<file path="src/rtl/tinyalu_pkg.sv">
// Shared types, error bit indices and the reference result model for the TinyALU checker.
package tinyalu_pkg;

    typedef enum logic [2:0] {
        OP_NOP = 3'b000,
        OP_ADD = 3'b001,
        OP_AND = 3'b010,
        OP_XOR = 3'b011,
        OP_MUL = 3'b100
    } op_e;

    typedef enum logic [1:0] {
        ST_IDLE,
        ST_WAIT,
        ST_POST
    } state_e;

    localparam int ERR_SPURIOUS = 0;
    localparam int ERR_LATE     = 1;
    localparam int ERR_EARLY    = 2;
    localparam int ERR_DATA     = 3;
    localparam int ERR_STABLE   = 4;
    localparam int ERR_PROTO    = 5;
    localparam int ERR_RESET    = 6;
    localparam int ERR_OP       = 7;
    localparam int ERR_W        = 8;

    // Widest operand the model supports; callers zero-extend into it and cast the result back down.
    localparam int MAX_DATA_W = 32;

    function automatic logic op_accepted(input logic [2:0] op);
        return op inside {OP_ADD, OP_AND, OP_XOR, OP_MUL};
    endfunction

    function automatic logic op_invalid(input logic [2:0] op);
        return !(op inside {OP_NOP, OP_ADD, OP_AND, OP_XOR, OP_MUL});
    endfunction

    function automatic logic [2*MAX_DATA_W-1:0] exp_result(
        input logic [2:0]            op,
        input logic [MAX_DATA_W-1:0] a,
        input logic [MAX_DATA_W-1:0] b
    );
        logic [2*MAX_DATA_W-1:0] ax;
        logic [2*MAX_DATA_W-1:0] bx;
        ax = {{MAX_DATA_W{1'b0}}, a};
        bx = {{MAX_DATA_W{1'b0}}, b};
        case (op)
            OP_ADD:  exp_result = ax + bx;
            OP_AND:  exp_result = ax & bx;
            OP_XOR:  exp_result = ax ^ bx;
            OP_MUL:  exp_result = ax * bx;
            default: exp_result = '0;
        endcase
    endfunction

endpackage

</file>
<file path="src/rtl/tinyalu_sat_cnt.sv">
// Saturating up-counter with a clear that yields to a same-cycle increment.
module tinyalu_sat_cnt
    import tinyalu_pkg::*;
#(
    parameter int W = 16
) (
    input  logic         clk,
    input  logic         reset,
    input  logic         clr,
    input  logic         inc,
    output logic [W-1:0] count_o
);

    logic [W-1:0] cnt_q;
    logic [W-1:0] cnt_d;

    always_comb begin
        cnt_d = cnt_q;
        if (clr) begin
            cnt_d = inc ? W'(1) : '0;
        end else if (inc && (cnt_q != '1)) begin
            cnt_d = cnt_q + W'(1);
        end
    end

    always_ff @(posedge clk) begin
        if (reset) begin
            cnt_q <= '0;
        end else begin
            cnt_q <= cnt_d;
        end
    end

    assign count_o = cnt_q;

endmodule

</file>
<file path="config.mk">
export PLATFORM = sky130hd
export DESIGN_NAME = tinyalu_sat_cnt
export DESIGN_NICKNAME = d
export VERILOG_FILES = /design/src/rtl/tinyalu_pkg.sv /design/src/rtl/tinyalu_sat_cnt.sv
export SDC_FILE = /design/constraint.sdc
export NUM_CORES = 1
export LEC_CHECK = 0
export ABC_AREA = 1
export CAP_MARGIN = 40
export CORE_ASPECT_RATIO = 0.8
export CORE_MARGIN = 8
export CORE_UTILIZATION = 57
export CTS_BUF_LIST = sky130_fd_sc_hd__clkbuf_8
export CTS_CLUSTER_SIZE = 20
export DETAILED_ROUTE_END_ITERATION = 10
export PLACE_DENSITY_LB_ADDON = 0.2
export RECOVER_POWER = 25
export SLEW_MARGIN = 20
export SYNTH_ARGS = -nofsm -noshare
export SYNTH_HDL_FRONTEND = slang
export SYNTH_SLANG_ARGS = --single-unit
</file>
<file path="constraint.sdc">
create_clock -name clk -period 2.6 [get_ports clk]
set_input_delay 0.52 -clock clk [delete_from_list [all_inputs] [get_ports clk]]
set_output_delay 0.52 -clock clk [all_outputs]
set_load 0.1 [all_outputs]
</file>
# After elaboration in Yosys (flattened, before gate mapping)
# Cells that the tools add are included.
[word_totals]
reg_bits = 16
latchBits = 0
ram_bits = 0
rom_bits = 0
inputBits = 4
output_inout_bits = 16
memories = 0
[classes]
add_sub_neg = 1
mul = 0
n_div = 0
n_lt_le_gt_ge = 0
eq_ne = 1
shift = 0
muxes = 3
n_bitwise = 0
reduce_logical = 2
[ops]
columns = ["cell", "count"]
rows = [
  ["$mux 16", 2],
  ["$add 16x1->16 const B", 1],
  ["$ne 16x16->1 const B", 1],
  ["$reduce_bool 2->1", 1],
  ["$logic_and 1x1->1", 1],
  ["$mux 1", 1],
]

# Depth between registers and ports, before layout
[depth]
depth_word = 4
ltp_mapped = 10
mapped_depth_nobuf = 10

# Worst setup path after synthesis
# OpenSTA, ideal clock, no wires.
[synth_timing]
kind = "register -> register"
from = "register cnt_q[0], in the netlist count_o[0]"
to = "register cnt_q[13], in the netlist count_o[13]"
t_arrival_ps = 2191
t_required_ps = 2483
path_slack_ps = 292
path_stages_with_launch = 9
cell_sequence = "dfxtp_1 -> ha_1 -> nand2_2 -> nor2_4 -> nand2_4 -> o21ai_4 -> nand2_4 -> nor2_1 -> nor2_1"
[synth_between]
elab_chain_len = 3
[synth_lines]
columns = ["item", "line", "rtl"]
rows = [
  ["start: declaration", "tinyalu_sat_cnt.sv:14", "logic [W-1:0] cnt_q;"],
  ["start signal: assignment", "tinyalu_sat_cnt.sv:30", "cnt_q <= cnt_d;"],
  ["$add 16x1->16 or $ne 16x16->1 (tied branches)", "tinyalu_sat_cnt.sv:22, tinyalu_sat_cnt.sv:21", ""],
  ["$mux 16 or $logic_and 1x1->1 (tied branches)", "tinyalu_sat_cnt.sv:21", "end else if (inc && (cnt_q != '1)) begin"],
  ["$mux 16 or $reduce_bool 2->1 (tied branches)", "--", ""],
]
# Several ways; a longest one is shown, not always the timed one. The select of a mux whose other input is x is not followed.
# A chain may end at the register's enable or synchronous reset.

# Worst setup path in the final report
[layout_timing]
from = "register cnt_q[5], in the netlist count_o[5]"
to = "output port count_o[5]"
[layout_rtl]
columns = ["item", "line", "rtl"]
rows = [
  ["end: declaration", "tinyalu_sat_cnt.sv:11", "output logic [W-1:0] count_o"],
]
# No word-level cell between the ends.

==> run summary <==
Unrepaired setup endpoints after global routing -> false
CTS tree -> done
Slew margin rel. -> 0.223
Clk pin slew, worst setup/hold paths -> 0.07 ns
Antenna Violating Nets Remaining -> 0
Worst path top cell family by delay -> buffers and inverters
H-tree Lvls -> 1
Sequential share of the synthesized area -> 0.317
Slowest cell on crit path -> clkbuf_1
Via density -> 5.58
Main synth FF type -> dfxtp_1
Initial DRT Pass Iterations -> 4
Final Critical Period -> 2.07 ns
Initial antenna violation count -> 0
Power Total -> 0.000567 W
Worst hold path type -> flip-flop to flip-flop
Cts bufs inserted -> 3
Critical Path RT -> 2.08 ns
DR iter-0 viols -> 87
Clock Path Buffers -> 2
Final design area excluding fillers -> 0.00120 sq mm
Setup-failing EPs final -> 0
Peak VDD IR -> 0.459 mV
Data arrival time of the worst path -> 1.55 ns
Row cnt -> 13
Most frequent cells in the layout -> 43 x nand2_1, 26 x nor2_1, 20 x inv_1, 20 x nand3_1, 16 x dfxtp_1
Die Footprint -> 0.00338 sq mm
Core area -> 0.00164 sq mm
Count of final hold-check violations -> 0
Status -> completed
Worst-Margin Slew -> 1.17 ns
PD cells -> 472 mW/mm^2
Placer Congestion -> 0.851
Instance area at placement -> 0.00118 sq mm
Max-Cap Viols -> 0
GRT overflow -> 0
Mapped Area -> 0.00101 sq mm
Element type at the critical path end -> output port
Upper clock frequency limit -> 482 MHz
Leakage Power -> 0.493 nW
Clock Latency Late Sink -> 0.25 ns
Largest net degree at the start of global routing -> 15
Number of flip-flops in the largest register -> 16
Number of setup buffers added after CTS -> 0
Final HPWL DP -> 2070 um
Area delta synth->final -> 19.0%
Setup TNS -> 0 ns
CP startpoint kind -> flip-flop
DR WL/cell -> 13.9 um
Yosys Warn Count -> 0
Critical-path cell list -> clkbuf_1
Hold buffers post-CTS -> 0
Critical Path Max Stage Delay -> 0.89 ns
IO Count -> 20
Yosys cell types -> 20
CTS Root Cell -> clkbuf_8
Asr flop ratio synth -> 0
Height of the die -> 53.6 um
Worst path bufs/invs -> 1
Clk_skew -> 0.00595 ns
Synth Instances -> 161
Share of cells above drive strength 1 -> 0.121
Final slew viol count -> 0
First-pass GRT wire length -> 4610 um
Total Wirelength -> 2840 um
Kind of critical path -> flip-flop to output port
Post-Syn Nets -> 166
Vias in the first global route -> 1,026
Final #Nets -> 188
Seq cells post-synth -> 16
N_diodes -> 0
PortBufs -> 19
Mean post-synth cell area -> 6.27 sq um
Fin crit share -> 0.798
Die width -> 63.1 um
DRC -> 0
Leading cell type in the layout, fill and taps excluded -> nand2_1
# clock sinks -> 16
Starting Density -> 0.615
Total track usage -> 0.166
Via count -> 1,138
Worst Path Max Fanout -> 5
Post-synth EDFFs -> 0
Post-CTS resize count -> 0
==> power breakdown <==
group | internal, W | switching (W) | leakage [nW]
logic | 0.0000200 | 0.0000687 | 0.334
registers | 0.000250 | 0.00000662 | 0.130
clock network | 0.000134 | 0.0000869 | 0.0288
total | 0.000405 | 0.000162 | 0.493
==> worst register-to-register path, delay by kind of cell, from the launching register on <==
kind            cells  cell delay (ns)
compound gates      1             0.16
fa+ha+maj           1             0.27
buf+inv             1             0.24
flops               1             0.35
simple gates        6             0.84
==> layer usage <==
layer | track usage | up-vias | wire length, um
met4 | 0.0415 | 0 | 38
met3 | 0.0642 | 6 | 325
met5 | 0 | - | 0
met2 | 0.295 | 68 | 1360
met1 | 0.188 | 516 | 1120
li1 | - | 548 | -
==> area by class of cell <==
class,instances,area (sq um)
repair buffers,20,128
fillers,139,442
inverters,20,75.1
multi-input cells,122,596
well taps,22,27.5
clock buffers,4,55.1
flip-flops and latches,16,320
==> cells by family after synthesis <==
| kind of cell | after synthesis | share of synthesized area |
|---|---|---|
| AOI/OAI and AO/OA | 14 | 0.0805 |
| xor gates and xnor gates | 4 | 0.0347 |
| adders and majority gates | 1 | 0.0124 |
| buffers and inverters | 23 | 0.0929 |
| DFF | 16 | 0.317 |
| and+or+nand+nor | 103 | 0.462 |
==> path summary, 6_finish.rpt <==
check,start,endpoint,slack (ns),cells past startpoint
worst max-delay path,count_o[5],count_o[5],0.53,1
worst min register to register,count_o[12],count_o[12],0.54,2
worst max register to register,count_o[0],count_o[5],0.67,9
worst min-delay path,count_o[12],count_o[12],0.54,2
==> cells in the mapped netlist (2+ instances only) <==
cell	number	area, sq um
nor2_4	2	22.5
nand3_1	20	100
inv_1	20	75.1
nand2_1	43	161
a21oi_1	10	50.1
xor2_1	4	35.0
o21ai_0	3	15.0
nand2_4	2	22.5
nand4_1	4	25.0
dfxtp_1	16	320
nand2_2	3	18.8
nor2_1	26	97.6
==> through the flow <==
| stage | instances | util | worst slack (ns) | hold WS [ns] |
|---|---|---|---|---|
| after floorplan | 161 | - | 0.292 | 0.694 |
| final | 204 | 0.731 | 0.526 | 0.540 |
| after global placement | 200 | 0.716 | 0.552 | 0.520 |
| after detailed placement | 200 | 0.716 | 0.514 | 0.517 |
| after CTS | 204 | 0.749 | 0.730 | 0.528 |
| after global routing | 204 | 0.731 | 0.487 | 0.564 |
(Power assumes the default switching activity.)
